`config.mk`:
```
export PLATFORM = sky130hd
export DESIGN_NAME = lock_entry_sender
export DESIGN_NICKNAME = d
export VERILOG_FILES = /design/src/rtl/lock_entry_sender.sv
export SDC_FILE = /design/constraint.sdc
export NUM_CORES = 1
export LEC_CHECK = 0
export BUFFER_PORTS_ARGS = -buffer_cell sky130_fd_sc_hd__buf_2
export CORE_ASPECT_RATIO = 1.4
export CORE_MARGIN = 4
export CORE_UTILIZATION = 40
export DETAILED_ROUTE_END_ITERATION = 8
export SETUP_SLACK_MARGIN = 0.1
export SYNTH_ARGS = -nofsm -noshare
export SYNTH_HDL_FRONTEND = slang
export SYNTH_SLANG_ARGS = --single-unit
export TNS_END_PERCENT = 100
```
`constraint.sdc`:
```
create_clock -name clk -period 2.11 [get_ports clk]
set_input_delay 0.1055 -clock clk [delete_from_list [all_inputs] [get_ports clk]]
set_output_delay 0.1055 -clock clk [all_outputs]
set_load 0.005 [all_outputs]
```
`src/rtl/lock_entry_sender.sv`:
```
// Lock password front-end: debounces the enter/submit/clear buttons, collects switch
// symbols into a small buffer and streams them to the code checker over valid/ready.
module lock_entry_sender #(
    parameter int SYM_W           = 2,
    parameter int MAX_LEN         = 4,
    parameter int DEBOUNCE_CYCLES = 16,
    parameter int CNT_W           = 5
) (
    input  logic             clk,
    input  logic             system_reset_n,
    input  logic             key_enter,
    input  logic             key_submit,
    input  logic             key_clear,
    input  logic [SYM_W-1:0] bits,
    output logic             tx_valid,
    input  logic             tx_ready,
    output logic [SYM_W-1:0] tx_sym,
    output logic             tx_last,
    output logic [2:0]       entry_len,
    output logic             busy,
    output logic             overflow,
    output logic             done
);

    localparam int              IDX_W      = (MAX_LEN > 1) ? $clog2(MAX_LEN) : 1;
    localparam int              KEY_ENTER  = 0;
    localparam int              KEY_SUBMIT = 1;
    localparam int              KEY_CLEAR  = 2;
    localparam logic [2:0]      LEN_MAX    = 3'(MAX_LEN);
    localparam logic [CNT_W-1:0] CNT_LAST  = CNT_W'(DEBOUNCE_CYCLES - 1);

    typedef enum logic [1:0] {
        COLLECT = 2'd0,
        SEND    = 2'd1,
        DONE    = 2'd2
    } state_t;

    logic [2:0] key_raw;
    logic [2:0] press;

    assign key_raw = {key_clear, key_submit, key_enter};

    // Per button: 2-flop synchronizer, stability counter, then a rising-edge pulse of the
    // accepted level; the pulse is registered so it reaches the FSM one cycle after the level.
    for (genvar k = 0; k < 3; k++) begin : g_key
        logic             sync_a;
        logic             sync_b;
        logic             level;
        logic             level_d;
        logic             press_q;
        logic [CNT_W-1:0] db_cnt;

        always_ff @(posedge clk or negedge system_reset_n) begin
            if (!system_reset_n) begin
                sync_a  <= 1'b0;
                sync_b  <= 1'b0;
                level   <= 1'b0;
                level_d <= 1'b0;
                press_q <= 1'b0;
                db_cnt  <= '0;
            end else begin
                sync_a  <= key_raw[k];
                sync_b  <= sync_a;
                level_d <= level;
                press_q <= level & ~level_d;
                if (sync_b == level) begin
                    db_cnt <= '0;
                end else if (db_cnt == CNT_LAST) begin
                    level  <= sync_b;
                    db_cnt <= '0;
                end else begin
                    db_cnt <= db_cnt + CNT_W'(1);
                end
            end
        end

        assign press[k] = press_q;
    end

    state_t           state;
    state_t           state_next;
    logic [2:0]       len_q;
    logic [2:0]       len_next;
    logic [2:0]       idx_q;
    logic [2:0]       idx_next;
    logic             ovf_q;
    logic             ovf_next;
    logic             wr_en;
    logic             last_sym;
    logic [IDX_W-1:0] wr_addr;
    logic [IDX_W-1:0] rd_addr;
    logic [SYM_W-1:0] sym_buf [MAX_LEN];

    assign wr_addr  = len_q[IDX_W-1:0];
    assign rd_addr  = idx_q[IDX_W-1:0];
    assign last_sym = (idx_q == len_q - 3'd1);

    // Only COLLECT reacts to buttons (clear beats submit beats enter); SEND and DONE drop them.
    always_comb begin
        state_next = state;
        len_next   = len_q;
        idx_next   = idx_q;
        ovf_next   = ovf_q;
        wr_en      = 1'b0;
        case (state)
            COLLECT: begin
                if (press[KEY_CLEAR]) begin
                    len_next = 3'd0;
                    ovf_next = 1'b0;
                end else if (press[KEY_SUBMIT]) begin
                    if (len_q != 3'd0) begin
                        state_next = SEND;
                        idx_next   = 3'd0;
                    end
                end else if (press[KEY_ENTER]) begin
                    if (len_q < LEN_MAX) begin
                        wr_en    = 1'b1;
                        len_next = len_q + 3'd1;
                    end else begin
                        ovf_next = 1'b1;
                    end
                end
            end
            SEND: begin
                if (tx_ready) begin
                    if (last_sym) begin
                        state_next = DONE;
                    end else begin
                        idx_next = idx_q + 3'd1;
                    end
                end
            end
            DONE: begin
                state_next = COLLECT;
                len_next   = 3'd0;
                ovf_next   = 1'b0;
            end
            default: begin
                state_next = COLLECT;
            end
        endcase
    end

    always_ff @(posedge clk or negedge system_reset_n) begin
        if (!system_reset_n) begin
            state <= COLLECT;
            len_q <= 3'd0;
            idx_q <= 3'd0;
            ovf_q <= 1'b0;
        end else begin
            state <= state_next;
            len_q <= len_next;
            idx_q <= idx_next;
            ovf_q <= ovf_next;
        end
    end

    // A clear only rewinds the length; stale symbols are never read past entry_len.
    always_ff @(posedge clk or negedge system_reset_n) begin
        if (!system_reset_n) begin
            for (int i = 0; i < MAX_LEN; i++) begin
                sym_buf[i] <= '0;
            end
        end else if (wr_en) begin
            sym_buf[wr_addr] <= bits;
        end
    end

    assign tx_valid  = (state == SEND);
    assign busy      = (state == SEND);
    assign done      = (state == DONE);
    assign tx_sym    = tx_valid ? sym_buf[rd_addr] : '0;
    assign tx_last   = tx_valid & last_sym;
    assign entry_len = len_q;
    assign overflow  = ovf_q;

endmodule
```
==> flow_summary.ini <==
[run_status]
status = finished clean

[logic_synthesis]
yosysWarnings = 0
synthSimpleGateAreaFrac = 0.152
synth_seq_area_share = 0.577
synth_mux_area_frac = 0.0958
syn_inst = 159
syn_nets = 176
synth.avg_cell_area_sq_um = 12.8
synth-seq-cells = 47
synth_top_cell_by_area = dfrtp_1
yosys-top-cells-area = dfrtp_1 (58%), mux2_2 (6.6%), ha_1 (5.5%)
synthXorXnorAreaFrac = 0.0589
synthAdderAreaFrac = 0.0552
synth_top_family_by_area = simple AND/OR/NAND/NOR gates
synth_top_cell_area_share = 0.577
synth_compound_area_frac = 0.0393
synth.distinct_cells = 33
synth_area_sq_um = 2040

[clock_tree]
root_buffer = clkbuf_8
cts_made_buffers = 5
cts_buffer_depth = 2
htreeDepth = 2
clock-sinks = 47
clkTransAtPathRegs_ps = 80
cts_tree = done
clk_latency_ps = 290

[detailed_routing]
drc = 0
drtIter0Drc = 51
detailroute.via_count = 1237
dr.pass1.iters = 3
viasPerCell = 4.83
finalWirelength_mm = 3.30
antenna_left = 0
wl_per_cell_um = 12.9

[timing]
maxClockFrequency_mhz = 528
period_share = 0.898
worst_pin_slew_ps = 608
setup_viol = 0
final-hold-violation-count = 0
slew_violations = 0
hold_ws_ps = 90.9
rsz0062_at_grt = false
slew-limit-headroom = 0.595
fin_setup_tns_ps = 0
min_period_ps = 1890
fin_worst_skew_ps = 6.22

[final_layout]
fillers = 459
final_common_cell = dfrtp_1
antennaDiodeCount = 0
layout.cells.non_filler = 256
final_cell_mix = dfrtp_1 (46), nor2_1 (18), buf_2 (17)
nets = 208
drive_above_1_share = 0.266
syn2layout_area_growth_pct = 16.3

[global_route]
grt_util_all_layers = 0.119
grt_overflow = 0
grt_pass1_wl_mm = 5.73
antenna_found_initial = 0
grt_max_degree = 29
grt_pass1_vias = 1338

[worst_setup_path]
crit_fanout = 4
end_kind = output port
crit_required_ps = 2000
cp.arrival_ps = 1790
path_class = reg -> out
startpoint_type = register

[floorplan]
die_area_sq_um = 6320
rows = 30
coreArea_sq_um = 4880
initial_utilization = 0.418
die-width_um = 68.3
die_h_um = 92.5
ios = 18

[power_and_ir_drop]
ir_drop_mv = 0.267
leakage_nw = 1.19
p_per_area_nw_per_um2 = 834

[placed_design]
dp_hpwl_mm = 2.54
portBuffers = 17
gp_congestion = 0.860
dp_cells = 241

[worst_hold_path]
min_path_type = in -> reg

[job]
cap_violations = 0
==> cell usage after synthesis, drive strengths merged <==
cell type  instances
dfrtp             47
o221ai             1
a31oi              2
buf                2
mux2              13
and3               3
nor4               2
nor2              18
a22o               2
mux4               2
o21ai              4
inv                7
nand2              5
nand3              7
or4b               1
nand2b             2
o2bb2ai            1
nand3b             1
nand4b             1
nor2b              7
a21o               1
nor3               1
xor2               9
xnor2              2
and2b              1
xor3               1
ha                 9
nor4b              1
and2               6
==> through the flow <==
step	util	setup slack, ps	instance area, sq um	power [mW]
2_1_floorplan	-	338	2040	1.33
3_3_place_gp	0.452	339	2210	1.41
3_5_place_dp	0.452	241	2210	1.43
4_1_cts	0.481	157	2350	2.02
5_1_grt	0.486	116	2370	2.10
6_report	0.486	215	2370	1.98
==> cells by family after synthesis <==
logic type / Yosys count
DFF: 47
buffers and inverters: 9
xor gates and xnor gates: 12
muxes: 15
AOI/OAI and AO/OA: 11
adders and majority gates: 9
and+or+nand+nor: 56
==> report_power, final <==
part	internal, mW	switching [mW]	total (mW)	leakage, nW
Combinational	0.205	0.154	0.359	0.528
Sequential	0.965	0.0862	1.05	0.609
Clock	0.299	0.270	0.569	0.0515
Total	1.47	0.510	1.98	1.19
==> layer usage <==
layer | part of all wire | GRT usage | up-vias
li1 | - | - | 600
met1 | 0.41 | 0.136 | 613
met5 | 0 | 0 | -
met4 | 0.013 | 0.0498 | 0
met3 | 0.043 | 0.0352 | 4
met2 | 0.54 | 0.201 | 20
==> final timing paths <==
path | slack [ps] | end | cells past startpoint | startpoint
setup / recovery | 220 | tx_last | 5 | entry_len[0]
hold / removal | 90 | sym_buf[4] | 2 | bits[0]
setup reg to reg | 340 | idx_q[0] | 6 | entry_len[0]
hold reg to reg | 350 | g_key[2].sync_b | 0 | g_key[2].sync_a
max in group asynchronous | 1170 | sym_buf[2] | 3 | system_reset_n
min in group asynchronous | 350 | g_key[2].db_cnt[1] | 2 | system_reset_n
==> final cells by class <==
cell class / count / area, sq um / share of cell area
sequential: 47 / 1180 / 0.497
inverter: 7 / 26.3 / 0.0111
multi-input combinational: 103 / 817 / 0.345
clock buffer: 8 / 100 / 0.0422
tap: 64 / 80.1 / 0.0338
timing repair buffer: 27 / 170 / 0.0718
==> state kept, by name (all words and copies together), names as in the netlist <==
signal         flops
overflow           1
g_key.db_cnt      15
g_key.sync_b       3
idx_q              3
g_key.level        3
state              2
g_key.level_d      3
g_key.sync_a       3
sym_buf            8
entry_len          3
g_key.press_q      3
==> what timing repair did <==
action	in CTS	in global routing
hold buffers	4	0
gates cloned	0	0
endpoints found under the setup margin	1	1
buffers inserted	0	3
resized for setup	1	0
endpoints found under the hold margin	29	0
==> worst max-delay path: stages (launching register included) <==
cell and delay [ps]:
dfrtp_2 430, inv_1 110, ha_1 270, xnor2_1 190
nor4b_2 330, buf_2 170
No activity file was read; power rests on OpenSTA's default activity.
